<file path="src/rtl/mul_m1_pkg.sv">
// Shared sizing constants for the M1 multiply stage.
// Every file that needs the datapath width or the register-index width
// imports them from here so there is exactly one place to change them.
package mul_m1_pkg;

    // Datapath width of operands and of the stored result.
    localparam int REG_SIZE = 32;

    // Width of a register-file index (destination register).
    localparam int REG_IDX_W = 5;

endpackage

</file>
<file path="src/rtl/mul_m1_core.sv">
// Purely combinational multiplier core for the M1 stage.
// It produces the full double-width product and flags whether that product
// fits back into a single register, in either signed or unsigned mode.
module mul_core
    import mul_m1_pkg::*;
#(
    parameter int W = REG_SIZE
) (
    input  logic [W-1:0]   i_srcA,
    input  logic [W-1:0]   i_srcB,
    input  logic           i_isSigned,
    output logic [2*W-1:0] o_product,
    output logic           o_overflow
);

    logic [2*W-1:0] w_extA;
    logic [2*W-1:0] w_extB;
    logic [W:0]     w_upper;

    // Extend both operands to double width (sign or zero), multiply modulo
    // 2^(2W), which is exact for both interpretations, then derive overflow:
    // signed needs the top W+1 bits to be all copies of the sign bit,
    // unsigned needs the upper half to be all zero.
    always_comb begin
        w_extA     = {{W{i_isSigned & i_srcA[W-1]}}, i_srcA};
        w_extB     = {{W{i_isSigned & i_srcB[W-1]}}, i_srcB};
        o_product  = w_extA * w_extB;
        w_upper    = o_product[2*W-1:W-1];
        o_overflow = 1'b0;
        if (i_isSigned) begin
            o_overflow = !((&w_upper) || !(|w_upper));
        end else begin
            o_overflow = |o_product[2*W-1:W];
        end
    end

endmodule

</file>
<file path="src/rtl/mul_m1.sv">
// M1 pipeline stage of the multiplier: one register stage behind the
// combinational multiply core. Flush beats stall, stall beats load.
// Flags handed to M2 are masked while the stage holds no live instruction.
module mul_m1
    import mul_m1_pkg::*;
#(
    parameter int REG_SIZE = mul_m1_pkg::REG_SIZE
) (
    input  logic                 clk,
    input  logic                 rst_n,
    input  logic                 in_valid,
    input  logic [REG_SIZE-1:0]  src_a,
    input  logic [REG_SIZE-1:0]  src_b,
    input  logic                 is_signed,
    input  logic [REG_IDX_W-1:0] pre_dst,
    input  logic                 stall,
    input  logic                 flush,
    output logic [REG_SIZE-1:0]  m1result,
    output logic                 zero,
    output logic                 overflow,
    output logic [REG_IDX_W-1:0] dst,
    output logic                 out_valid
);

    logic [2*REG_SIZE-1:0] w_product;
    logic [REG_SIZE-1:0]   w_productLo;
    logic [REG_SIZE-1:0]   w_unusedProductHi;
    logic                  w_overflow;

    logic [REG_SIZE-1:0]   r_result;
    logic                  r_overflow;
    logic [REG_IDX_W-1:0]  r_dst;
    logic                  r_valid;

    mul_core #(
        .W (REG_SIZE)
    ) u_core (
        .i_srcA     (src_a),
        .i_srcB     (src_b),
        .i_isSigned (is_signed),
        .o_product  (w_product),
        .o_overflow (w_overflow)
    );

    // Only the low word travels down the pipe; the high word is consumed
    // inside the core for the overflow decision.
    assign w_productLo       = w_product[REG_SIZE-1:0];
    assign w_unusedProductHi = w_product[2*REG_SIZE-1:REG_SIZE];

    // Stage register: flush kills validity but keeps data, stall freezes
    // everything, otherwise load on in_valid or drop to a bubble.
    always_ff @(posedge clk or negedge rst_n) begin
        if (!rst_n) begin
            r_result   <= '0;
            r_overflow <= 1'b0;
            r_dst      <= '0;
            r_valid    <= 1'b0;
        end else if (flush) begin
            r_valid <= 1'b0;
        end else if (!stall) begin
            if (in_valid) begin
                r_result   <= w_productLo;
                r_overflow <= w_overflow;
                r_dst      <= pre_dst;
                r_valid    <= 1'b1;
            end else begin
                r_valid <= 1'b0;
            end
        end
    end

    assign m1result  = r_result;
    assign dst       = r_dst;
    assign out_valid = r_valid;
    assign zero      = r_valid & (r_result == '0);
    assign overflow  = r_valid & r_overflow;

endmodule

</file>
<file path="config.mk">
export PLATFORM = sky130hd
export DESIGN_NAME = mul_m1
export DESIGN_NICKNAME = d
export VERILOG_FILES = /design/src/rtl/mul_m1_pkg.sv /design/src/rtl/mul_m1_core.sv /design/src/rtl/mul_m1.sv
export SDC_FILE = /design/constraint.sdc
export NUM_CORES = 2
export LEC_CHECK = 0
export ABC_AREA = 0
export CAP_MARGIN = 20
export CORE_MARGIN = 2
export CORE_UTILIZATION = 45
export CTS_CLUSTER_SIZE = 16
export DETAILED_ROUTE_END_ITERATION = 10
export MAX_ROUTING_LAYER = met4
export PLACE_DENSITY = 0.73
export SYNTH_ARGS = -nofsm -noshare
export SYNTH_HDL_FRONTEND = slang
export SYNTH_SLANG_ARGS = --single-unit
</file>
<file path="constraint.sdc">
create_clock -name clk -period 1.9 [get_ports clk]
set_clock_uncertainty 0.1 [all_clocks]
set_input_delay 0.19 -clock clk [delete_from_list [all_inputs] [get_ports clk]]
set_output_delay 0.19 -clock clk [all_outputs]
set_load 0.1 [all_outputs]
</file>
; Word level (Yosys, flattened, before mapping)
; Cells that the tools add are included.
[op_classes]
n_addsub = 0
order_cmp = 0
n_div = 0
muxes = 4
bitwise = 6
n_shift = 0
eq_ne = 1
mul = 1
n_reduce_logical = 8
[op_table]
columns = cell, n
row1 = $mul A33 B33 Y64, 1
row2 = $reduce_and A33 Y1, 1
row3 = $reduce_or A33 Y1, 1
row4 = $logic_not A32 Y1, 1
row5 = $reduce_or A32 Y1, 1
row6 = $and A1 B1 Y1, 4
row7 = $mux W1, 4
row8 = $reduce_and A3 Y1, 1
row9 = $logic_not A1 Y1, 2
row10 = $ne A2 B1 Y1 const B, 1
row11 = $not A1 Y1, 2
row12 = $logic_or A1 B1 Y1, 1
[word_totals]
latchBits = 0
input_bits = 75
word_cells = 24
mem_bits_ro = 0
regBits = 39
mem_bits_rw = 0
mem_count = 0

; Logic depth before layout (Yosys ltp)
[logic_depth]
depth_word = 7
depth_mapped = 32

; Cells and area by module
; From an unflattened synthesis, not the netlist that was laid out.
[unflattened]
hier_cells = 4377
hier_area_um2 = 40102.2
[modules_own_cells]
columns = mod, seq_area_each_um2, cells_per_inst, instances, area_each_um2
row1 = mul_core, 0.0, 4279, 1, 38446.9
row2 = mul_m1, 975.9, 98, 1, 1655.3

; Worst setup path after synthesis
; No wires, ideal clock.
[synth_path]
kind = input-to-reg
startpoint = in is_signed
endpoint = reg r_overflow
path_stages = 28
setup_time_ns = 0.131
n_path_buf = 2
slack_ns = -6.409
t_arrival_ns = 8.077
cell_sequence = and2_1 clkbuf_1 nand2_1 inv_1 fa_1 inv_1 fa_1 inv_1 fa_1 inv_1 fa_1 fa_1 fa_1 fa_1 fa_1 inv_1 ha_1 clkbuf_1 nand2_1 nor3b_1 o21ai_0 a21o_2 o31a_1 xnor2_1 or4_1 or3_1 o41ai_2 nand2_1
[synth_between]
elab_chain_cells = 7
[synth_rtl]
columns = element, line_no
row1 = "start, declared", mul_m1.sv:14  ; input logic is_signed,
row2 = $and A1 B1 Y1 (on tied branches), "mul_m1_core.sv:25, mul_m1_core.sv:26"
row3 = $mul A33 B33 Y64, mul_m1_core.sv:27  ; o_product = w_extA * w_extB;
row4 = $reduce_or A33 Y1, mul_m1_core.sv:31  ; o_overflow = !((&w_upper) || !(|w_upper));
row5 = $logic_not A1 Y1, mul_m1_core.sv:31
row6 = $logic_or A1 B1 Y1, mul_m1_core.sv:31
row7 = $logic_not A1 Y1, mul_m1_core.sv:31
row8 = $mux W1 (*), mul_m1_core.sv:30  ; if (i_isSigned) begin
row9 = "end signal, assigned", mul_m1.sv:63  ; r_overflow <= w_overflow;
row10 = "end, declared", mul_m1.sv:31  ; logic r_overflow;
; Every way passes the cells marked *; elsewhere a longest branch is shown, timed or not.
; A chain may end at the register's enable or synchronous reset.

; Worst setup path in the final report
[layout_path]
startpoint = in src_b[24]
endpoint = reg r_overflow
[layout_between]
elab_chain_cells = 6
[layout_rtl]
columns = element, line_no
row1 = "start, declared", mul_m1.sv:13  ; input logic [REG_SIZE-1:0] src_b,
row2 = $mul A33 B33 Y64 (*), mul_m1_core.sv:27
row3 = $reduce_or A33 Y1, mul_m1_core.sv:31
row4 = $logic_not A1 Y1, mul_m1_core.sv:31
row5 = $logic_or A1 B1 Y1, mul_m1_core.sv:31
row6 = $logic_not A1 Y1, mul_m1_core.sv:31
row7 = $mux W1 (*), mul_m1_core.sv:30
; Marks and branches as above.

==> out/metrics.yaml <==
run_status:
  status: "finished with violations"
  violations: "setup timing"
route:
  first_pass_iters: 5
  wl_um: 122300
  met1_length_um: 45570
  met3_length_um: 7166
  route.detailed.drc: 0
  postRouteAntennaNets: 0
  met2_length_um: 64370
  vias: 32311
  drt_iter0_drc: 2169
  wire_per_inst_um: 20.05
  vias_per_cell: 5.296
  top_layer_used: "met4"
worst_setup_path:
  r2r-end: "r_overflow"
  crit_arrival_ps: 8100
  slowest_stage: "fa_2"
  setup.worst_path.end: "r_overflow"
  cp-start-kind: "input port"
  crit_path_start: "src_b[24]"
  max_stage_delay_ps: 610
  end_kind: "flip-flop"
  cp_common_cell: "fa_1"
  rrSetupSlack_ps: 740
  r2r-start: "r_overflow"
  worstPathRequired_ps: 1960
  worstPathMaxFanout: 6
  r2r_cells: 4
  path_class: "in -> reg"
sta:
  tns_ps: -115470
  finalWorstSetupSlack_ps: -6143
  fin_crit_sh: 4.233
  fmaxAchievable_mhz: 124.3
  slew_headroom: 0.6125
  hold_viol_final: 0
  setup_viol: 31
  rsz0062_at_grt: "yes"
  period_minus_slack_ps: 8043
  finalMaxSlewViolations: 0
  tightest_slew_ps: 573.9
clocking:
  h-tree-depth: 2
  cts_tree: "built"
  cts.sinks: 39
  cts_root_buf: "clkbuf_16"
  clk_latency_ps: 280
  cts_buffers: 5
  clkTransAtPathRegs_ps: 60
  ctsLongestPathBuffers: 2
final_layout:
  area_growth_pct: 28.59
  final_common_cell: "fa_1"
  fin_nets: 6345
  drive_gt1_frac: 0.2667
  fillers: 7137
  regArea_um2: 1032
  multiInputGateArea_um2: 37160
  instances_no_fill: 6101
  final_cell_mix: "1059 x fa_1, 908 x inv_1, 537 x nand2_1, 535 x buf_4, 533 x and2_1"
die:
  initial_core_util: 0.4561
  core_area_um2: 88650
  pin_count: 115
  die_area_um2: 92260
  fp.dieH_um: 303.7
  die_x_um: 303.7
  rows: 109
yosys:
  yosysTopAreaCellShare: 0.5570
  yosysSeqAreaShare: 0.02414
  ys.warnings.count: 0
  ys_types: 81
  syn_inst: 4329
  mappedNetlistArea_um2: 40430
  synthFlopType: "dfrtp_1"
  ys_seq_elements: 39
  synthTopCellsByArea: "fa_1 56%, and2_1 9.3%, inv_1 9.1%"
  syn_area_per_cell_um2: 9.340
  ys_async_sr_fraction: 1.000
  yosys.area.top_type: "fa_1"
  synth_edf_count: 0
  synth_nets: 5741
global_routing:
  grt_antenna_before_repair: 2
  overflow: 0
  grt_pass1_wl_um: 195500
  grt_max_degree: 60
  grt_pass1_vias: 36532
  grt.total_usage: 0.2757
flow_run:
  drv_cap: 0
hold_path:
  hold_depth: 3
  holdCritPathClass: "in -> reg"
place:
  io_buffers: 114
  place_hpwl_um: 97040
  place_congestion: 0.9687
  pre_cts_slack_ps: -7130
  placed_cells_incl_taps: 5933
## repair_timing
item | 4_1_cts | 5_1_grt
cloned | 18 | 2
setup endpoints to repair | 32 | 32
buffers inserted | 134 | 11
pin swaps | 257 | 106
resized for setup | 611 | 128
hold buffers | 1 | 0
hold endpoints to repair | 39 | 0
## final cells by class
| class | count | share of cell area |
|---|---|---|
| Inverter | 978 | 0.07068 |
| Clock buffer | 5 | 0.002407 |
| Tap cell | 1165 | 0.02804 |
| Sequential cell | 39 | 0.01986 |
| Multi-Input combinational cell | 3075 | 0.7147 |
| Timing Repair Buffer | 834 | 0.1634 |
| Clock inverter | 3 | 0.0008423 |
| Antenna cell | 2 | 0.00009627 |
## how the worst min path moves through the flow
stage,startpoint,endpoint
final,pre_dst[1],dst[1]
after global routing,pre_dst[2],dst[2]
after CTS,pre_dst[1],dst[1]
after detailed placement,rst_n,dst[1]
after global placement,rst_n,dst[1]
after floorplan,rst_n,dst[0]
## worst max-delay path, delay by kind of cell
kind | cells | cell delay [ps]
buf+inv | 10 | 1220
fa+ha+maj | 9 | 4430
compound gates | 3 | 720
simple gates | 9 | 1530
## registers in the layout, summed over array words and instances (netlist names)
register	cells
r_overflow	1
m1result	32
dst	5
out_valid	1
## routing by layer
metal | global-route usage | vias to the layer above
met4 | 0.09916 | 0
met1 | 0.3320 | 16920
met5 | - | -
met3 | 0.02586 | 357
li1 | - | 13838
met2 | 0.4839 | 1196
## kinds of logic (layout without fill, tap and decap cells)
| kind of cell | count (synthesis) | after routing | share of synthesized area |
|---|---|---|---|
| compound gates | 254 | 254 | 0.04233 |
| xor+xnor | 66 | 66 | 0.01532 |
| fa+ha+maj | 1337 | 1337 | 0.6226 |
| buf+inv | 1215 | 1820 | 0.1138 |
| flops | 39 | 39 | 0.02414 |
| mux | 9 | 9 | 0.002228 |
| other cells | 0 | 2 | 0 |
| simple gates | 1409 | 1409 | 0.1795 |
## through the flow
step,hold WS [ps],utilization,instance area [um2]
3_3_place_gp,186.6,0.5417,48020
3_5_place_dp,186.1,0.5417,48020
6_report,334.7,0.5865,51990
2_1_floorplan,-205.6,-,41990
4_1_cts,334.8,0.5797,51390
5_1_grt,348.2,0.5865,51990
## synth_stat cells, drive strengths merged (11+ instances only)
library cell,count
a211oi,11
a21o,21
a21oi,69
a31oi,11
and2,603
and3,19
buf,17
clkbuf,220
dfrtp,39
fa,1125
ha,212
inv,978
nand2,572
nand3,22
nand4,24
nor2,62
nor3,23
nor4,16
o211ai,12
o21a,13
o21ai,61
or2,22
xnor2,41
xor2,22
Power is not shown: default switching activity piles up to over one toggle a cycle in this logic, so the estimate is an artifact.
